[config.mk]
export PLATFORM = sky130hd
export DESIGN_NAME = conv_sequencer
export DESIGN_NICKNAME = d
export VERILOG_FILES = /design/src/rtl/conv_sequencer.sv
export SDC_FILE = /design/constraint.sdc
export NUM_CORES = 1
export LEC_CHECK = 0
export CELL_PAD_IN_SITES_DETAIL_PLACEMENT = 1
export CELL_PAD_IN_SITES_GLOBAL_PLACEMENT = 1
export CORE_UTILIZATION = 40
export DETAILED_ROUTE_END_ITERATION = 6
export PLACE_DENSITY_LB_ADDON = 0.05
export SLEW_MARGIN = 20
export SYNTH_ARGS = -nofsm -noshare
export SYNTH_HDL_FRONTEND = slang
export SYNTH_SLANG_ARGS = --single-unit
[constraint.sdc]
create_clock -name clk -period 2.5 [get_ports clk]
set_input_delay 0.375 -clock clk [delete_from_list [all_inputs] [get_ports clk]]
set_output_delay 0.375 -clock clk [all_outputs]
set_load 0.005 [all_outputs]
[src/rtl/conv_sequencer.sv]
// conv_sequencer: debounces a pushbutton, latches a 4-bit switch code into the
// code converter, holds ready for a settle time, then captures and holds the
// converter result. It also counts completed conversions, saturating at full scale.
module conv_sequencer #(
    parameter int DEB_CYCLES    = 250000,
    parameter int SETTLE_CYCLES = 2,
    parameter int CNT_W         = 8
) (
    input  logic             clk,
    input  logic             reset,
    input  logic             btn,
    input  logic [3:0]       sw_code,
    input  logic [3:0]       conv_S,
    output logic             conv_A,
    output logic             conv_B,
    output logic             conv_C,
    output logic             conv_D,
    output logic             conv_ready,
    output logic [3:0]       result,
    output logic             valid,
    output logic             busy,
    output logic [CNT_W-1:0] conv_count
);

    localparam int DEB_W = (DEB_CYCLES > 1) ? $clog2(DEB_CYCLES) : 1;
    localparam int SET_W = (SETTLE_CYCLES > 1) ? $clog2(SETTLE_CYCLES) : 1;
    localparam logic [DEB_W-1:0] DEB_LAST = DEB_W'(DEB_CYCLES - 1);
    localparam logic [SET_W-1:0] SET_LAST = SET_W'(SETTLE_CYCLES - 1);

    typedef enum logic [2:0] {IDLE, LOAD, SETTLE, CAPTURE, HOLD} state_t;

    logic             sync_q, btn_s, deb, deb_q, req;
    logic [DEB_W-1:0] deb_cnt;

    state_t           state, state_n;
    logic [3:0]       conv_code, code_n;
    logic             ready_n, valid_n;
    logic [3:0]       result_n;
    logic [CNT_W-1:0] count_n;
    logic [SET_W-1:0] settle_cnt, settle_n;

    // Synchronize the raw button, then accept a level only after DEB_CYCLES
    // consecutive samples that differ from the current debounced level.
    // NOTE: clocked state uses non-blocking (<=) so every register samples the
    // pre-edge values; blocking here would create order-dependent simulation.
    always_ff @(posedge clk) begin
        if (!reset) begin
            sync_q  <= 1'b0;
            btn_s   <= 1'b0;
            deb     <= 1'b0;
            deb_q   <= 1'b0;
            deb_cnt <= '0;
        end else begin
            sync_q <= btn;
            btn_s  <= sync_q;
            deb_q  <= deb;
            if (btn_s == deb) begin
                deb_cnt <= '0;
            end else if (deb_cnt == DEB_LAST) begin
                deb     <= btn_s;
                deb_cnt <= '0;
            end else begin
                deb_cnt <= deb_cnt + 1'b1;
            end
        end
    end

    // One-cycle request on the rising edge of the debounced level.
    assign req = deb & ~deb_q;

    // Next-state and next-output logic for the conversion sequence.
    // NOTE: every signal gets its hold value first, so no path leaves one
    // unassigned and no latch is inferred.
    always_comb begin
        state_n  = state;
        code_n   = conv_code;
        ready_n  = conv_ready;
        valid_n  = valid;
        result_n = result;
        count_n  = conv_count;
        settle_n = settle_cnt;
        case (state)
            IDLE: begin
                if (req) begin
                    code_n  = sw_code;
                    state_n = LOAD;
                end
            end
            LOAD: begin
                ready_n  = 1'b1;
                valid_n  = 1'b0;
                settle_n = '0;
                state_n  = SETTLE;
            end
            SETTLE: begin
                settle_n = settle_cnt + 1'b1;
                if (settle_cnt == SET_LAST) begin
                    state_n = CAPTURE;
                end
            end
            CAPTURE: begin
                result_n = conv_S;
                valid_n  = 1'b1;
                ready_n  = 1'b0;
                if (conv_count != '1) begin
                    count_n = conv_count + 1'b1;
                end
                state_n = HOLD;
            end
            HOLD: begin
                // One conversion per press: wait for a debounced release.
                if (!deb) begin
                    state_n = IDLE;
                end
            end
            default: state_n = IDLE;
        endcase
    end

    // State and registered outputs; reset wins over any in-flight conversion.
    always_ff @(posedge clk) begin
        if (!reset) begin
            state      <= IDLE;
            conv_code  <= '0;
            conv_ready <= 1'b0;
            valid      <= 1'b0;
            result     <= '0;
            conv_count <= '0;
            settle_cnt <= '0;
        end else begin
            state      <= state_n;
            conv_code  <= code_n;
            conv_ready <= ready_n;
            valid      <= valid_n;
            result     <= result_n;
            conv_count <= count_n;
            settle_cnt <= settle_n;
        end
    end

    assign {conv_A, conv_B, conv_C, conv_D} = conv_code;
    assign busy = (state == LOAD) || (state == SETTLE) || (state == CAPTURE);

endmodule

==> impl_results.md <==
- Vert. Die Dim: about 72 µm
- Worst endpoint required time: about 2.1 ns
- Initial antenna violation count: 0
- Maximum achievable frequency: 0.5203 GHz
- Post-synthesis mux area share: 0.04129
- Class of the worst hold path: reg2reg
- Most common cell on crit path: nor2_1
- Number of instances in the synthesized netlist: 212
- DRC errors left: 0
- Final Slew Violations: 0
- Drt total wl: 4.449 mm
- Final Hold Fails: 0
- Number of core rows: 24
- Area of all placed cells without fillers: 2382 µm²
- Total number of yosys warnings: 0
- NumNets Final: 254
- Clock tree from TritonCTS: built
- Die area: roughly 5100 µm²
- Total number of vias: between 1,500 and 2,000
- Fraction of final layout cells with drive strength greater than 1: 0.06198
- Relative contribution of combinational cells to total power: 0.026
- Sink Count: 44
- Crit-path cells: nor2_1 -> nor2_1 -> clkdlybuf4s50_1
- Net Count, Synth: 225
- Grt total ovfl: 0
- Placement Cell Area: ~2300 µm²
- Top post-synthesis cells by area: dfxtp_1, xnor2_1, nor2_1
- Clock transition at path regs: about 0.08 ns
- CTS max path bufs: 2
- HPWL Detailed: between 3 and 4 mm
- Area growth from synthesis to layout: 22.84%
- Gpl congestion: about 0.85
- Global-route wire length before repair: slightly below 8 mm
- Horiz. Die Dim: roughly 72 µm
- Data arrival time of the worst path: around 1.6 ns
- Startpoint Class: flop
- Endpoints failing setup: 0
- Maximum level of the CTS H-tree: 2
- Average footprint of a synthesized cell: about 9.1 µm²
- Peak fanout along the critical path: 9
- Per-cell routed wire length: about 15 µm
- Reg power frac: 0.552
- Count of port buffers added during placement: 29
- Adder-cell area share of the yosys netlist: 0.01290
- Run status: complete, no violations
- Final-layout worst hold slack: roughly 0.44 ns
- PostCTS Resize Cnt: 0
- Post-synthesis instance area: 1939 µm²
- Number of setup buffers added after CTS: 0
- Number of distinct standard cells referenced by the synthesized netlist: 39
- Slowest cell delay on critical path: between 0.5 and 0.6 ns
- Top flip-flop cell by instance count after synthesis: dfxtp_1
- RSZ-0062 raised after global routing: false
- Number of flops mapped to enable cells by yosys: 0
- Power dissipated by switching net loads: ~0.00025 W
- Overall power after layout: around 0.0013 W
- Aggregate global-route resource usage: 0.1972
- Combinational family with the most area after synthesis: simple AND/OR/NAND/NOR gates
- Cell chosen for the clock root: clkbuf_8
- Net switching share of the total power: 0.2001
- Number of violations reported at the end of detailed-routing iteration 0: between 70 and 80
- CTS buffer count: 5
- Critical-path top delay cell: dfxtp_1
- Worst relative slew slack: 0.5675
- Vias in the first global route: roughly 1,700
- Most area-hungry cell type in the Yosys netlist: dfxtp_1
- Internal: between 0.001 and 0.0015 W
- Area share of the leading cell type in the synthesized netlist: 0.4542
- Post-DRT Antenna Nets: 0
- Avg Vias per Cell: between 5 and 6
- Length in cells of the worst reg-to-reg path: 4
- Placeable core area: about 4500 µm²
- #FFs+latches synth: 44
- Number of primary I/O pins: 30
- Number of antenna cells inserted: 0
- Asr flop ratio synth: 0
- Hold-fix buffers at CTS: 0
- Leak pwr: 0.7891 nW
- Final Cycle Share: 0.7688
- Largest net degree at the start of global routing: 28
- Initial Util: 0.4306
- Worst clock skew: between 0.002 and 0.003 ns
- TNS Setup: 0 ns
- Clock period minus final worst setup slack: approximately 1.9 ns
- First-pass DRT Iterations: 4
- Basic-gate share of the synthesized area counting and, or, nand and nor cells: 0.2948
- XOR/XNOR share of the synthesized area: 0.09484
- Latest clock arrival within the worst-skew pair: 0.30 ns
- Worst Path Class, Setup: reg2out
- Power density over the cells: about 530 nW/µm²
- Maxcap violations: 0
- Transition time at the pin with the least slew margin: around 0.64 ns
- Fraction of the mapped netlist area in compound gates: 0.07806
- Seq/Total Area, Yosys: 0.4542
- Crit. End Element: output port
- Share of total power in the clock network: 0.422
- Largest voltage drop on the vdd net: roughly 0.27 mV
- Count of cells along the worst hold path: 1
[per-stage QoR]
stage / std cells / utilization / setup WS, ns
6_report: 294 / 0.5289 / 0.5780
5_1_grt: 294 / 0.5289 / 0.4716
4_1_cts: 294 / 0.5289 / 0.5580
3_5_place_dp: 286 / 0.5050 / 0.6839
3_3_place_gp: 286 / 0.5050 / 0.7346
2_1_floorplan: 212 / - / 0.6418
[final timing paths]
| check | endpoint | from | slack, ns |
|---|---|---|---|
| max | busy | state[1] | 0.58 |
| min | btn_s | sync_q | 0.44 |
| max reg2reg | deb_cnt[17] | deb_cnt[2] | 0.66 |
| min reg2reg | btn_s | sync_q | 0.44 |
[logic make-up after synthesis]
| kind of cell | count (synthesis) |
|---|---|
| XOR/XNOR | 21 |
| multiplexers | 8 |
| buffers and inverters | 12 |
| adder cells (fa/ha/maj) | 2 |
| AND/OR/NAND/NOR | 106 |
| AO/OA/AOI/OAI | 19 |
| flip-flops | 44 |
[state kept, by name (all words and copies together), names as in the netlist]
name and count:
deb_cnt 18, conv_count 8, conv_code 4, result 4
state 3, btn_s 1, conv_ready 1, deb 1
deb_q 1, settle_cnt 1, sync_q 1, valid 1
[cells in the final DEF (no fill, tap or decap), types with 6 or more instances in the layout]
master           count
nand2_1             21
and2_1               9
mux2i_1              8
nand4_1              7
nor4_1               6
nor2_1              26
xor2_1               7
dfxtp_1             44
xnor2_1             14
nand3_1              8
nor2b_1              7
clkdlybuf4s50_1     29
[worst max-delay path: cells and delay by family, from the launching register on]
family | cells | cell delay [ns]
DFF | 1 | 0.53
buffers and inverters | 1 | 0.51
and+or+nand+nor | 2 | 0.21
[cell usage after synthesis (2+ instances only)]
library cell and count:
and2_1 9, nand2_1 21, nor4b_1 2, o21ai_1 2, a21boi_1 5, nor2_1 26, a21oi_1 2, inv_1 3
mux2i_1 8, nand2b_1 5, o211ai_1 3, nor4_1 6, nand3_1 8, nand3b_1 2, nor3_1 4, ha_1 2
xor2_1 7, clkbuf_1 8, xnor2_1 14, dfxtp_1 44, nand4_1 7, nor2b_1 7
[per-layer routing]
layer / up-vias / global-route usage / part of all wire
met1: 785 / 0.2170 / 0.42
met4: 0 / 0.08279 / 0.017
met2: 30 / 0.3553 / 0.52
met5: - / 0 / 0
met3: 8 / 0.05485 / 0.044
li1: 783 / - / -
[power by group through the flow]
stage | clock [W] | sequential [W] | combinational, W
3_3_place_gp | 0 | 0.000720 | 0.0000318
6_report | 0.000538 | 0.000703 | 0.0000325
2_1_floorplan | 0 | 0.000720 | 0.0000134
4_1_cts | 0.000556 | 0.000703 | 0.0000333
3_5_place_dp | 0 | 0.000720 | 0.0000331
5_1_grt | 0.000587 | 0.000704 | 0.0000357
[final cells by class]
type                            count  area [µm²]
Tap cell                           52       65.06
Inverter                            3       11.26
Sequential cell                    44       880.8
Multi-Input combinational cell    156        1012
Timing Repair Buffer               31       305.3
Fill cell                         512        2122
Clock inverter                      2       35.03
Clock buffer                        6       72.57
Power figures use the tool's default switching activity.
